===== src/rtl/seq_alu_pkg.sv =====
// Shared constants for the sequential ALU: mode map and FSM state encoding.
package seq_alu_pkg;

  localparam logic [3:0] MODE_ADD  = 4'd0;
  localparam logic [3:0] MODE_SUB  = 4'd1;
  localparam logic [3:0] MODE_AND  = 4'd2;
  localparam logic [3:0] MODE_OR   = 4'd3;
  localparam logic [3:0] MODE_XOR  = 4'd4;
  localparam logic [3:0] MODE_NOT  = 4'd5;
  localparam logic [3:0] MODE_INC  = 4'd6;
  localparam logic [3:0] MODE_DEC  = 4'd7;
  localparam logic [3:0] MODE_SLL0 = 4'd8;
  localparam logic [3:0] MODE_SLL1 = 4'd9;
  localparam logic [3:0] MODE_SRL0 = 4'd10;
  localparam logic [3:0] MODE_SRL1 = 4'd11;
  localparam logic [3:0] MODE_SLA  = 4'd12;
  localparam logic [3:0] MODE_SRA  = 4'd13;
  localparam logic [3:0] MODE_ROL  = 4'd14;
  localparam logic [3:0] MODE_ROR  = 4'd15;

  localparam logic [1:0] ST_IDLE = 2'd0;
  localparam logic [1:0] ST_EXEC = 2'd1;
  localparam logic [1:0] ST_DONE = 2'd2;

  function automatic logic is_shift(input logic [3:0] mode);
    return mode[3];
  endfunction

endpackage


===== src/rtl/seq_alu_if.sv =====
// Request/result bundle between the operand register file, seq_alu and writeback.
interface seq_alu_if #(
  parameter int WIDTH = 8
);
  localparam int SHW = $clog2(WIDTH);

  logic             start;
  logic [WIDTH-1:0] a;
  logic [WIDTH-1:0] b;
  logic             cin;
  logic [3:0]       m;
  logic [SHW-1:0]   shamt;
  logic             busy;
  logic             done;
  logic [WIDTH-1:0] r;
  logic             overflow;
  logic             carry;
  logic             zero;

  modport master (output start, a, b, cin, m, shamt,
                  input  busy, done, r, overflow, carry, zero);
  modport slave  (input  start, a, b, cin, m, shamt,
                  output busy, done, r, overflow, carry, zero);
endinterface


===== src/rtl/seq_alu_step.sv =====
// Combinational core: one full arithmetic/logic result, or one single-bit
// shift/rotate step applied to val, together with its carry and overflow.
module seq_alu_step
  import seq_alu_pkg::*;
#(
  parameter int WIDTH = 8
) (
  input  logic [3:0]       mode,
  input  logic [WIDTH-1:0] a,
  input  logic [WIDTH-1:0] b,
  input  logic             cin,
  input  logic [WIDTH-1:0] val,
  output logic [WIDTH-1:0] res,
  output logic             carry,
  output logic             ovf
);
  localparam int MSB = WIDTH - 1;

  logic [WIDTH:0] ext;

  always_comb begin
    res   = '0;
    carry = 1'b0;
    ovf   = 1'b0;
    ext   = '0;
    case (mode)
      MODE_ADD: begin
        ext   = {1'b0, a} + {1'b0, b} + {{WIDTH{1'b0}}, cin};
        res   = ext[MSB:0];
        carry = ext[WIDTH];
        ovf   = (a[MSB] == b[MSB]) && (res[MSB] != a[MSB]);
      end
      MODE_SUB: begin
        // Top bit of the widened difference is the unsigned borrow.
        ext   = {1'b0, a} - {1'b0, b};
        res   = ext[MSB:0];
        carry = ext[WIDTH];
        ovf   = (a[MSB] != b[MSB]) && (res[MSB] != a[MSB]);
      end
      MODE_AND: res = a & b;
      MODE_OR:  res = a | b;
      MODE_XOR: res = a ^ b;
      MODE_NOT: res = ~a;
      MODE_INC: begin
        res   = a + WIDTH'(1);
        carry = &a;
        ovf   = ~a[MSB] & (&a[MSB-1:0]);
      end
      MODE_DEC: begin
        res   = a - WIDTH'(1);
        carry = ~|a;
        ovf   = a[MSB] & ~|a[MSB-1:0];
      end
      MODE_SLL0, MODE_SLA: begin
        res   = {val[MSB-1:0], 1'b0};
        carry = val[MSB];
        ovf   = (mode == MODE_SLA) && (val[MSB] != val[MSB-1]);
      end
      MODE_SLL1: begin
        res   = {val[MSB-1:0], 1'b1};
        carry = val[MSB];
      end
      MODE_SRL0: begin
        res   = {1'b0, val[MSB:1]};
        carry = val[0];
      end
      MODE_SRL1: begin
        res   = {1'b1, val[MSB:1]};
        carry = val[0];
      end
      MODE_SRA: begin
        res   = {val[MSB], val[MSB:1]};
        carry = val[0];
      end
      MODE_ROL: begin
        res   = {val[MSB-1:0], val[MSB]};
        carry = val[MSB];
      end
      MODE_ROR: begin
        res   = {val[0], val[MSB:1]};
        carry = val[0];
      end
      default: ;
    endcase
  end

endmodule


===== src/rtl/seq_alu.sv =====
// Multi-cycle ALU with start/busy/done handshake and registered result/flags.
// Define SEQ_ALU_BARREL_EN to resolve shifts in a single EXEC cycle.
module seq_alu
  import seq_alu_pkg::*;
#(
  parameter  int WIDTH = 8,
  localparam int SHW   = $clog2(WIDTH)
) (
  input logic      clk,
  input logic      rst,
  seq_alu_if.slave bus
);
  logic [1:0]       state_q, state_d;
  logic [WIDTH-1:0] a_q, a_d, b_q, b_d;
  logic             cin_q, cin_d;
  logic [3:0]       m_q, m_d;
  logic [SHW-1:0]   shamt_q, shamt_d;
  logic [WIDTH-1:0] r_q, r_d;
  logic             carry_q, carry_d, overflow_q, overflow_d, zero_q, zero_d;

  // Result of the current EXEC cycle and whether it is the final one.
  logic             ex_last;
  logic [WIDTH-1:0] ex_res;
  logic             ex_carry, ex_ovf;

`ifdef SEQ_ALU_BARREL_EN
  localparam int NSTG = 1 << SHW;

  logic [WIDTH-1:0] sel_res   [NSTG];
  logic             sel_carry [NSTG];
  logic             sel_ovf   [NSTG];

  assign sel_res[0]   = a_q;
  assign sel_carry[0] = 1'b0;
  assign sel_ovf[0]   = 1'b0;

  // Stage gi performs step gi+1; SLA overflow accumulates down the chain.
  for (genvar gi = 0; gi < NSTG - 1; gi++) begin : g_stage
    logic [WIDTH-1:0] vin, res;
    logic             c, v, acc;
    if (gi == 0) begin : g_first
      assign vin = a_q;
      assign acc = v;
    end else begin : g_next
      assign vin = g_stage[gi-1].res;
      assign acc = g_stage[gi-1].acc | v;
    end
    seq_alu_step #(.WIDTH(WIDTH)) u_step (
      .mode(m_q), .a(a_q), .b(b_q), .cin(cin_q), .val(vin),
      .res(res), .carry(c), .ovf(v)
    );
    assign sel_res[gi+1]   = res;
    assign sel_carry[gi+1] = c;
    assign sel_ovf[gi+1]   = acc;
  end

  always_comb begin
    ex_last  = 1'b1;
    ex_res   = sel_res[1];
    ex_carry = sel_carry[1];
    ex_ovf   = sel_ovf[1];
    if (is_shift(m_q)) begin
      ex_res   = sel_res[shamt_q];
      ex_carry = sel_carry[shamt_q];
      ex_ovf   = sel_ovf[shamt_q];
    end
  end
`else
  logic [SHW-1:0]   cnt_q, cnt_d;
  logic [WIDTH-1:0] work_q, work_d;
  logic             ovf_acc_q, ovf_acc_d;
  logic [WIDTH-1:0] step_res;
  logic             step_carry, step_ovf;
  logic             shamt_zero;

  seq_alu_step #(.WIDTH(WIDTH)) u_step (
    .mode(m_q), .a(a_q), .b(b_q), .cin(cin_q), .val(work_q),
    .res(step_res), .carry(step_carry), .ovf(step_ovf)
  );

  assign shamt_zero = (shamt_q == '0);

  always_comb begin
    cnt_d     = cnt_q;
    work_d    = work_q;
    ovf_acc_d = ovf_acc_q;
    ex_last   = !is_shift(m_q) || shamt_zero || (cnt_q == SHW'(1));
    ex_res    = step_res;
    ex_carry  = step_carry;
    ex_ovf    = step_ovf;
    if (is_shift(m_q)) begin
      ex_ovf = ovf_acc_q | step_ovf;
      // A zero shift still spends one EXEC cycle but passes a through untouched.
      if (shamt_zero) begin
        ex_res   = work_q;
        ex_carry = 1'b0;
        ex_ovf   = 1'b0;
      end
    end
    if (state_q == ST_IDLE && bus.start) begin
      cnt_d     = shamt_zero_in(bus.shamt) ? SHW'(1) : bus.shamt;
      work_d    = bus.a;
      ovf_acc_d = 1'b0;
    end else if (state_q == ST_EXEC && is_shift(m_q)) begin
      cnt_d     = cnt_q - SHW'(1);
      work_d    = step_res;
      ovf_acc_d = ex_ovf;
    end
  end

  function automatic logic shamt_zero_in(input logic [SHW-1:0] s);
    return s == '0;
  endfunction

  always_ff @(posedge clk or posedge rst) begin
    if (rst) begin
      cnt_q     <= '0;
      work_q    <= '0;
      ovf_acc_q <= 1'b0;
    end else begin
      cnt_q     <= cnt_d;
      work_q    <= work_d;
      ovf_acc_q <= ovf_acc_d;
    end
  end
`endif

  always_comb begin
    state_d    = state_q;
    a_d        = a_q;
    b_d        = b_q;
    cin_d      = cin_q;
    m_d        = m_q;
    shamt_d    = shamt_q;
    r_d        = r_q;
    carry_d    = carry_q;
    overflow_d = overflow_q;
    zero_d     = zero_q;
    case (state_q)
      ST_IDLE: begin
        if (bus.start) begin
          a_d     = bus.a;
          b_d     = bus.b;
          cin_d   = bus.cin;
          m_d     = bus.m;
          shamt_d = bus.shamt;
          state_d = ST_EXEC;
        end
      end
      ST_EXEC: begin
        if (ex_last) begin
          r_d        = ex_res;
          carry_d    = ex_carry;
          overflow_d = ex_ovf;
          zero_d     = (ex_res == '0);
          state_d    = ST_DONE;
        end
      end
      default: state_d = ST_IDLE;
    endcase
  end

  always_ff @(posedge clk or posedge rst) begin
    if (rst) begin
      state_q    <= ST_IDLE;
      a_q        <= '0;
      b_q        <= '0;
      cin_q      <= 1'b0;
      m_q        <= '0;
      shamt_q    <= '0;
      r_q        <= '0;
      carry_q    <= 1'b0;
      overflow_q <= 1'b0;
      zero_q     <= 1'b0;
    end else begin
      state_q    <= state_d;
      a_q        <= a_d;
      b_q        <= b_d;
      cin_q      <= cin_d;
      m_q        <= m_d;
      shamt_q    <= shamt_d;
      r_q        <= r_d;
      carry_q    <= carry_d;
      overflow_q <= overflow_d;
      zero_q     <= zero_d;
    end
  end

  assign bus.busy     = (state_q == ST_EXEC);
  assign bus.done     = (state_q == ST_DONE);
  assign bus.r        = r_q;
  assign bus.carry    = carry_q;
  assign bus.overflow = overflow_q;
  assign bus.zero     = zero_q;

endmodule


===== src/flat_wrapper.sv =====
// flat-port wrapper written by rule: the top's interface ports become plain ports
module seq_alu_flat import seq_alu_pkg::*;
#(
  parameter  int WIDTH = 8,
  localparam int SHW   = $clog2(WIDTH)
)
  (clk, rst, bus_start, bus_a, bus_b, bus_cin, bus_m, bus_shamt, bus_busy, bus_done, bus_r, bus_overflow, bus_carry, bus_zero);
  seq_alu_if #(.WIDTH(WIDTH)) bus_i ();
  input logic clk;
  input logic rst;
  input wire logic [$bits(bus_i.start)-1:0] bus_start;
  input wire logic [$bits(bus_i.a)-1:0] bus_a;
  input wire logic [$bits(bus_i.b)-1:0] bus_b;
  input wire logic [$bits(bus_i.cin)-1:0] bus_cin;
  input wire logic [$bits(bus_i.m)-1:0] bus_m;
  input wire logic [$bits(bus_i.shamt)-1:0] bus_shamt;
  output wire logic [$bits(bus_i.busy)-1:0] bus_busy;
  output wire logic [$bits(bus_i.done)-1:0] bus_done;
  output wire logic [$bits(bus_i.r)-1:0] bus_r;
  output wire logic [$bits(bus_i.overflow)-1:0] bus_overflow;
  output wire logic [$bits(bus_i.carry)-1:0] bus_carry;
  output wire logic [$bits(bus_i.zero)-1:0] bus_zero;
  assign bus_i.start = bus_start;
  assign bus_i.a = bus_a;
  assign bus_i.b = bus_b;
  assign bus_i.cin = bus_cin;
  assign bus_i.m = bus_m;
  assign bus_i.shamt = bus_shamt;
  assign bus_busy = bus_i.busy;
  assign bus_done = bus_i.done;
  assign bus_r = bus_i.r;
  assign bus_overflow = bus_i.overflow;
  assign bus_carry = bus_i.carry;
  assign bus_zero = bus_i.zero;
  seq_alu #(.WIDTH(WIDTH)) u_core (.clk(clk), .rst(rst), .bus(bus_i));
endmodule

===== config.mk =====
export PLATFORM = sky130hd
export DESIGN_NAME = seq_alu_flat
export DESIGN_NICKNAME = d
export VERILOG_FILES = /design/src/rtl/seq_alu_pkg.sv /design/src/rtl/seq_alu_if.sv /design/src/rtl/seq_alu_step.sv /design/src/rtl/seq_alu.sv /design/src/flat_wrapper.sv
export SDC_FILE = /design/constraint.sdc
export NUM_CORES = 1
export LEC_CHECK = 0
export CAP_MARGIN = 30
export CORE_ASPECT_RATIO = 1.2
export CORE_MARGIN = 10
export CORE_UTILIZATION = 43
export CTS_BUF_LIST = sky130_fd_sc_hd__clkbuf_8
export CTS_CLUSTER_SIZE = 25
export DETAILED_ROUTE_END_ITERATION = 6
export PLACE_DENSITY = 0.73
export SETUP_SLACK_MARGIN = 0.05
export SKIP_CTS_REPAIR_TIMING = 1
export SYNTH_ARGS = -nofsm -noshare
export SYNTH_HDL_FRONTEND = slang
export SYNTH_SLANG_ARGS = --single-unit

===== constraint.sdc =====
create_clock -name clk -period 5 [get_ports clk]
set_input_delay 0.75 -clock clk [delete_from_list [all_inputs] [get_ports clk]]
set_output_delay 0.75 -clock clk [all_outputs]
set_load 0.01 [all_outputs]

==> results.py, run 1 <==
metrics = {
    "sta": {
        "rsz0062_at_grt": "false",
        "min_period_over_period": 0.689,
        "max_freq_mhz": 290,
        "holdWs_ns": 0.489,
        "fin_skew_ns": 0.0118,
        "maxSlewHeadroom": 0.475,
        "setup_slack_ns": 1.56,
        "hold_violations": 0,
        "worst_slew_pin_slew_ns": 0.785,
        "slew_viol_final": 0,
        "finalSetupTns_ns": 0,
        "min_period_ns": 3.44,
        "setup_violations": 0,
    },
    "clock_tree": {
        "cts_num_sinks": 49,
        "clkLatencyLatePin_ns": 0.33,
        "root_buffer": "clkbuf_8",
        "numCtsBuffers": 5,
        "cts_tree": "built",
        "clk_path_buf_depth": 2,
        "path_clk_slew_ns": 0.11,
        "htreeDepth": 2,
    },
    "synth": {
        "ys_top_cells_by_area": "dfrtp_1 (30%), ha_1 (8.8%), nand2_1 (8.1%), o21ai_0 (5.5%), mux2i_1 (3.2%)",
        "synthDistinctLibCells": 71,
        "avgSynthCellArea_sq_um": 7.99,
        "yosys.area.top_type_share": 0.299,
        "ys_warn_count": 0,
        "synth_top_cell_by_area": "dfrtp_1",
        "synth_seq_cells": 49,
        "synth_fp_nets": 572,
        "yosysSeqAreaShare": 0.299,
        "yosys-top-cells-count": "nand2_1 (89), dfrtp_1 (49), o21ai_0 (45), nor2_1 (32), inv_1 (30)",
        "synth_edf_count": 0,
        "async_flop_share": 1.00,
        "syn-cell-area_sq_mm": 0.00410,
        "synth_most_common_cell": "nand2_1",
        "synth_flop_cell": "dfrtp_1",
        "syn_inst": 513,
    },
    "drt": {
        "firstDrtPassIters": 7,
        "drc": 0,
        "drt-total-wl_mm": 12.7,
        "routedWlPerCell_um": 19.2,
        "vias": 3867,
        "ant_nets": 0,
        "viasPerCell": 5.86,
        "drt_iter0_drc": 476,
    },
    "worst_setup_path": {
        "crit_chain": "nand4b_1, buf_4, inv_2, ha_1, a221oi_1, nor2_1, nand2_1, mux2_1, a211o_1, a22o_1, mux2_2",
        "required_ns": 5.23,
        "r2r-start": "u_core.m_q[2]",
        "crit_path_start_kind": "register",
        "crit_start": "u_core.m_q[2]",
        "path_buf_inv": 2,
        "end_kind": "register",
        "r2r_slack_ns": 1.56,
        "cpPeakStageDelay_ns": 0.85,
        "reg2reg_to": "u_core.bus.r[7]",
        "crit_family": "flip-flops",
        "worst_path_max_delay_cell": "dfrtp_1",
        "r2r_cells": 11,
        "cp.arrival_ns": 3.67,
        "crit_type": "reg2reg",
        "worst-path-max-fanout": 22,
    },
    "layout": {
        "layout-drive-gt1-share": 0.0633,
        "multi_input_area_sq_mm": 0.00260,
        "area_growth_pct": 13.5,
        "fill_cells": 920,
        "fin_area_sq_mm": 0.00465,
        "finalNetCount": 595,
        "antenna_cells": 0,
        "regArea_sq_mm": 0.00123,
    },
    "floorplanning": {
        "die_w_um": 109,
        "start_util": 0.435,
        "die_area_sq_mm": 0.0139,
        "io-pin-count": 40,
        "die_y_um": 127,
        "coreArea_sq_mm": 0.00942,
        "num_rows": 39,
    },
    "hold_path": {
        "min_from": "u_core.bus.zero",
        "hold_class": "reg2reg",
        "holdPathStages": 2,
        "min_to": "u_core.bus.zero",
    },
    "global_route": {
        "grt_pass1_wl_mm": 20.1,
        "grt_max_degree": 33,
        "overflow": 0,
        "track_usage": 0.183,
        "grt_pass1_vias": 3749,
        "antenna_found_initial": 0,
    },
    "power": {
        "power_density_mw_per_mm2": 769,
        "p_leak_nw": 2.00,
        "total_power_mw": 3.58,
        "ir_drop_uv": 244,
    },
    "run": {
        "max-cap-violations": 0,
    },
    "place": {
        "hpwlAfterDp_mm": 9.98,
        "dp_slack_ns": 1.62,
        "placed_area_sq_mm": 0.00456,
        "place.gp.congestion": 0.965,
        "port_buffers": 39,
    },
    "status": {
        "status": "completed",
    },
}
==> layout by cell type, fill, tap and decap left out, drive strengths merged, types with 5 or more instances in the layout <==
cell	Yosys	layout
nand2	89	89
dfrtp	49	49
o21ai	48	48
clkdlybuf4s50	0	39
nor2	34	34
inv	33	34
ha	29	29
a21oi	25	25
nor3	17	17
nand3	15	15
mux2i	14	14
xnor2	10	10
a211oi	10	10
nor2b	9	9
o22ai	6	6
nor4	6	6
buf	12	6
o21bai	5	5
nand2b	5	5
a31oi	5	5
clkbuf	17	5
mux2	5	5
==> tightest hold or removal path, stage by stage (launching register included) <==
cell	delay (ns)
dfrtp_1	0.36
nand2_1	0.05
o31ai_1	0.05
==> cells by family after synthesis <==
group | count (synthesis) | synth area share
xor gates and xnor gates | 13 | 0.0278
muxes | 19 | 0.0488
DFF | 49 | 0.299
AOI/OAI and AO/OA | 142 | 0.229
adders and majority gates | 33 | 0.106
buffers and inverters | 62 | 0.0665
and+or+nand+nor | 195 | 0.223
==> where the power goes <==
| part | switching, mW | internal (mW) | total, mW |
|---|---|---|---|
| sequential | 0.256 | 0.584 | 0.840 |
| clock | 0.162 | 0.102 | 0.264 |
| combinational | 1.48 | 0.992 | 2.47 |
==> sequential cells by signal, indices dropped and copies added, names as in the netlist <==
| name | count |
|---|---|
| u_core.a_q | 8 |
| u_core.b_q | 8 |
| u_core.bus.carry | 1 |
| u_core.bus.overflow | 1 |
| u_core.bus.r | 8 |
| u_core.bus.zero | 1 |
| u_core.cin_q | 1 |
| u_core.cnt_q | 3 |
| u_core.m_q | 4 |
| u_core.ovf_acc_q | 1 |
| u_core.shamt_q | 3 |
| u_core.state_q | 2 |
| u_core.work_q | 8 |
==> how the worst max path moves through the flow <==
| stage | end | cells past startpoint |
|---|---|---|
| 3_3_place_gp | u_core.bus.r[7] | 11 |
| 3_5_place_dp | u_core.bus.r[7] | 11 |
| 2_1_floorplan | u_core.bus.r[7] | 12 |
| 6_report | u_core.bus.r[7] | 11 |
| 5_1_grt | u_core.bus.zero | 13 |
| 4_1_cts | u_core.bus.r[7] | 11 |
==> final cells by class <==
| class | count | area share |
|---|---|---|
| multi-input cells | 402 | 0.559 |
| flip-flops and latches | 49 | 0.264 |
| repair buffers | 45 | 0.0963 |
| well taps | 123 | 0.0331 |
| inverters | 33 | 0.0277 |
| clock buffers | 5 | 0.0148 |
| clock inverters | 3 | 0.00565 |
==> per-stage QoR <==
stage,std cells,util
floorplan,513,-
global placement,651,0.482
detailed placement,652,0.484
CTS,660,0.494
global route,660,0.494
finish,660,0.494
==> routing by layer <==
layer / vias up / track usage / share of wire
met1: 1824 / 0.240 / 0.42
li1: 1865 / - / -
met4: 0 / 0.0505 / 0.017
met5: - / 0 / 0
met2: 155 / 0.306 / 0.50
met3: 23 / 0.0262 / 0.065
Note: power is estimated with default switching activity, not from simulation.
==> run 2, diff against run 1 <==
==> constraint.sdc (replaced) <==
create_clock -name clk -period 3.53 [get_ports clk]
set_input_delay 0.5295 -clock clk [delete_from_list [all_inputs] [get_ports clk]]
set_output_delay 0.5295 -clock clk [all_outputs]
set_load 0.01 [all_outputs]
==> run 2 against run 1 <==
Compared with the run above:
- maximum frequency is 15% higher
- clock power is 65% higher
- flip-flop and latch count stayed put
- cell count is 0.76% higher
- register-to-register slack worse by 1.0 ns
- hold slack worse by 0.054 ns
- critical endpoint unchanged
- largest cell class unchanged
- largest power group unchanged
- highest routed layer unchanged
==> results.py, run 2 (synthesis results as in run 1) <==
metrics = {
    "status": {
        "status": "completed",
    },
    "worst_setup_path": {
        "worst-path-max-fanout": 8,
        "required_ns": 3.75,
        "end_kind": "register",
        "r2r_slack_ns": 0.54,
        "crit_type": "reg2reg",
        "crit_path_start_kind": "register",
        "cp.arrival_ns": 3.21,
    },
    "place": {
        "dp_slack_ns": 0.561,
        "dpl.cell_count": 657,
        "placed_area_sq_mm": 0.00460,
        "hpwlAfterDp_mm": 9.62,
        "port_buffers": 39,
        "place.gp.congestion": 0.923,
    },
    "global_route": {
        "grt_pass1_vias": 3924,
        "grt_pass1_wl_mm": 20.5,
        "track_usage": 0.184,
        "antenna_found_initial": 0,
        "overflow": 0,
        "grt_max_degree": 47,
    },
    "sta": {
        "min_period_ns": 2.99,
        "hold_violations": 0,
        "rsz0062_at_grt": "false",
        "setup_violations": 0,
        "setup_slack_ns": 0.536,
        "slew_viol_final": 0,
        "maxSlewHeadroom": 0.580,
        "finalSetupTns_ns": 0,
        "max_freq_mhz": 334,
        "worst_slew_pin_slew_ns": 0.618,
        "holdWs_ns": 0.434,
        "fin_skew_ns": 0.0145,
        "min_period_over_period": 0.848,
    },
    "floorplanning": {
        "start_util": 0.435,
        "die_y_um": 127,
        "num_rows": 39,
        "die_w_um": 109,
        "io-pin-count": 40,
        "coreArea_sq_mm": 0.00942,
        "die_area_sq_mm": 0.0139,
    },
    "run": {
        "max-cap-violations": 0,
    },
    "clock_tree": {
        "cts_num_sinks": 49,
        "htreeDepth": 2,
        "cts_tree": "built",
        "clkLatencyLatePin_ns": 0.32,
        "clk_path_buf_depth": 2,
        "path_clk_slew_ns": 0.10,
        "numCtsBuffers": 5,
        "root_buffer": "clkbuf_8",
    },
    "drt": {
        "drt-total-wl_mm": 12.5,
        "firstDrtPassIters": 5,
        "drc": 0,
        "drt_iter0_drc": 317,
        "viasPerCell": 5.89,
        "routedWlPerCell_um": 18.8,
        "ant_nets": 0,
        "vias": 3914,
    },
    "layout": {
        "antenna_cells": 0,
        "final_common_cell": "nand2_1",
        "finalNetCount": 600,
        "fin_util": 0.500,
        "fill_cells": 923,
        "layout_common_cells": "nand2_1 (89), dfrtp_1 (49), o21ai_0 (45)",
        "fin_cells": 665,
        "layout-drive-gt1-share": 0.0701,
        "area_growth_pct": 14.9,
        "fin_area_sq_mm": 0.00471,
    },
    "power": {
        "ir_drop_uv": 372,
        "p_leak_nw": 2.05,
        "power_density_mw_per_mm2": 1080,
        "total_power_mw": 5.10,
    },
    "hold_path": {
        "hold_class": "in2async",
    },
}
run 2: path summary, 6_finish.rpt:
path                                   end       startpoint  depth (start not counted)
hold reg to reg            u_core.bus.r[1]  u_core.bus.r[1]                          2
min in group clk           u_core.bus.r[1]  u_core.bus.r[1]                          2
max in group asynchronous    u_core.b_q[3]              rst                          3
setup reg to reg           u_core.bus.r[7]    u_core.a_q[1]                         10
hold / removal             u_core.cnt_q[2]              rst                          2
setup / recovery           u_core.bus.r[7]    u_core.a_q[1]                         10
run 2: power by group:
group	leakage, nW	internal (mW)	switching (mW)
clock	0.0626	0.229	0.207
sequential	0.603	0.829	0.289
combinational	1.38	1.43	2.12
total	2.05	2.48	2.62
run 2: final cells by class:
class	count	area, sq um	area share
Clock inverter	2	33.8	0.00717
Sequential cell	49	1230	0.260
Clock buffer	6	82.6	0.0175
Inverter	33	129	0.0274
Multi-Input combinational cell	402	2600	0.552
Timing Repair Buffer	50	485	0.103
Tap cell	123	154	0.0327
run 2: layer usage:
| layer | part of all wire | track usage | up-vias | wire (um) |
|---|---|---|---|---|
| met5 | 0 | 0 | - | 0 |
| met4 | 0.042 | 0.0956 | 0 | 520 |
| met3 | 0.058 | 0.0246 | 41 | 730 |
| met2 | 0.48 | 0.295 | 165 | 5980 |
| met1 | 0.42 | 0.234 | 1842 | 5280 |
| li1 | - | - | 1866 | - |
run 2: worst max-delay path: stages (launching register included):
cell and delay (ns):
dfrtp_1 0.46, inv_1 0.26, ha_1 0.34, a211oi_2 0.30, o21bai_1 0.15, a21oi_2 0.21
o21ai_1 0.15, or3_1 0.40, and3_1 0.16, a22o_1 0.19, mux2_2 0.26
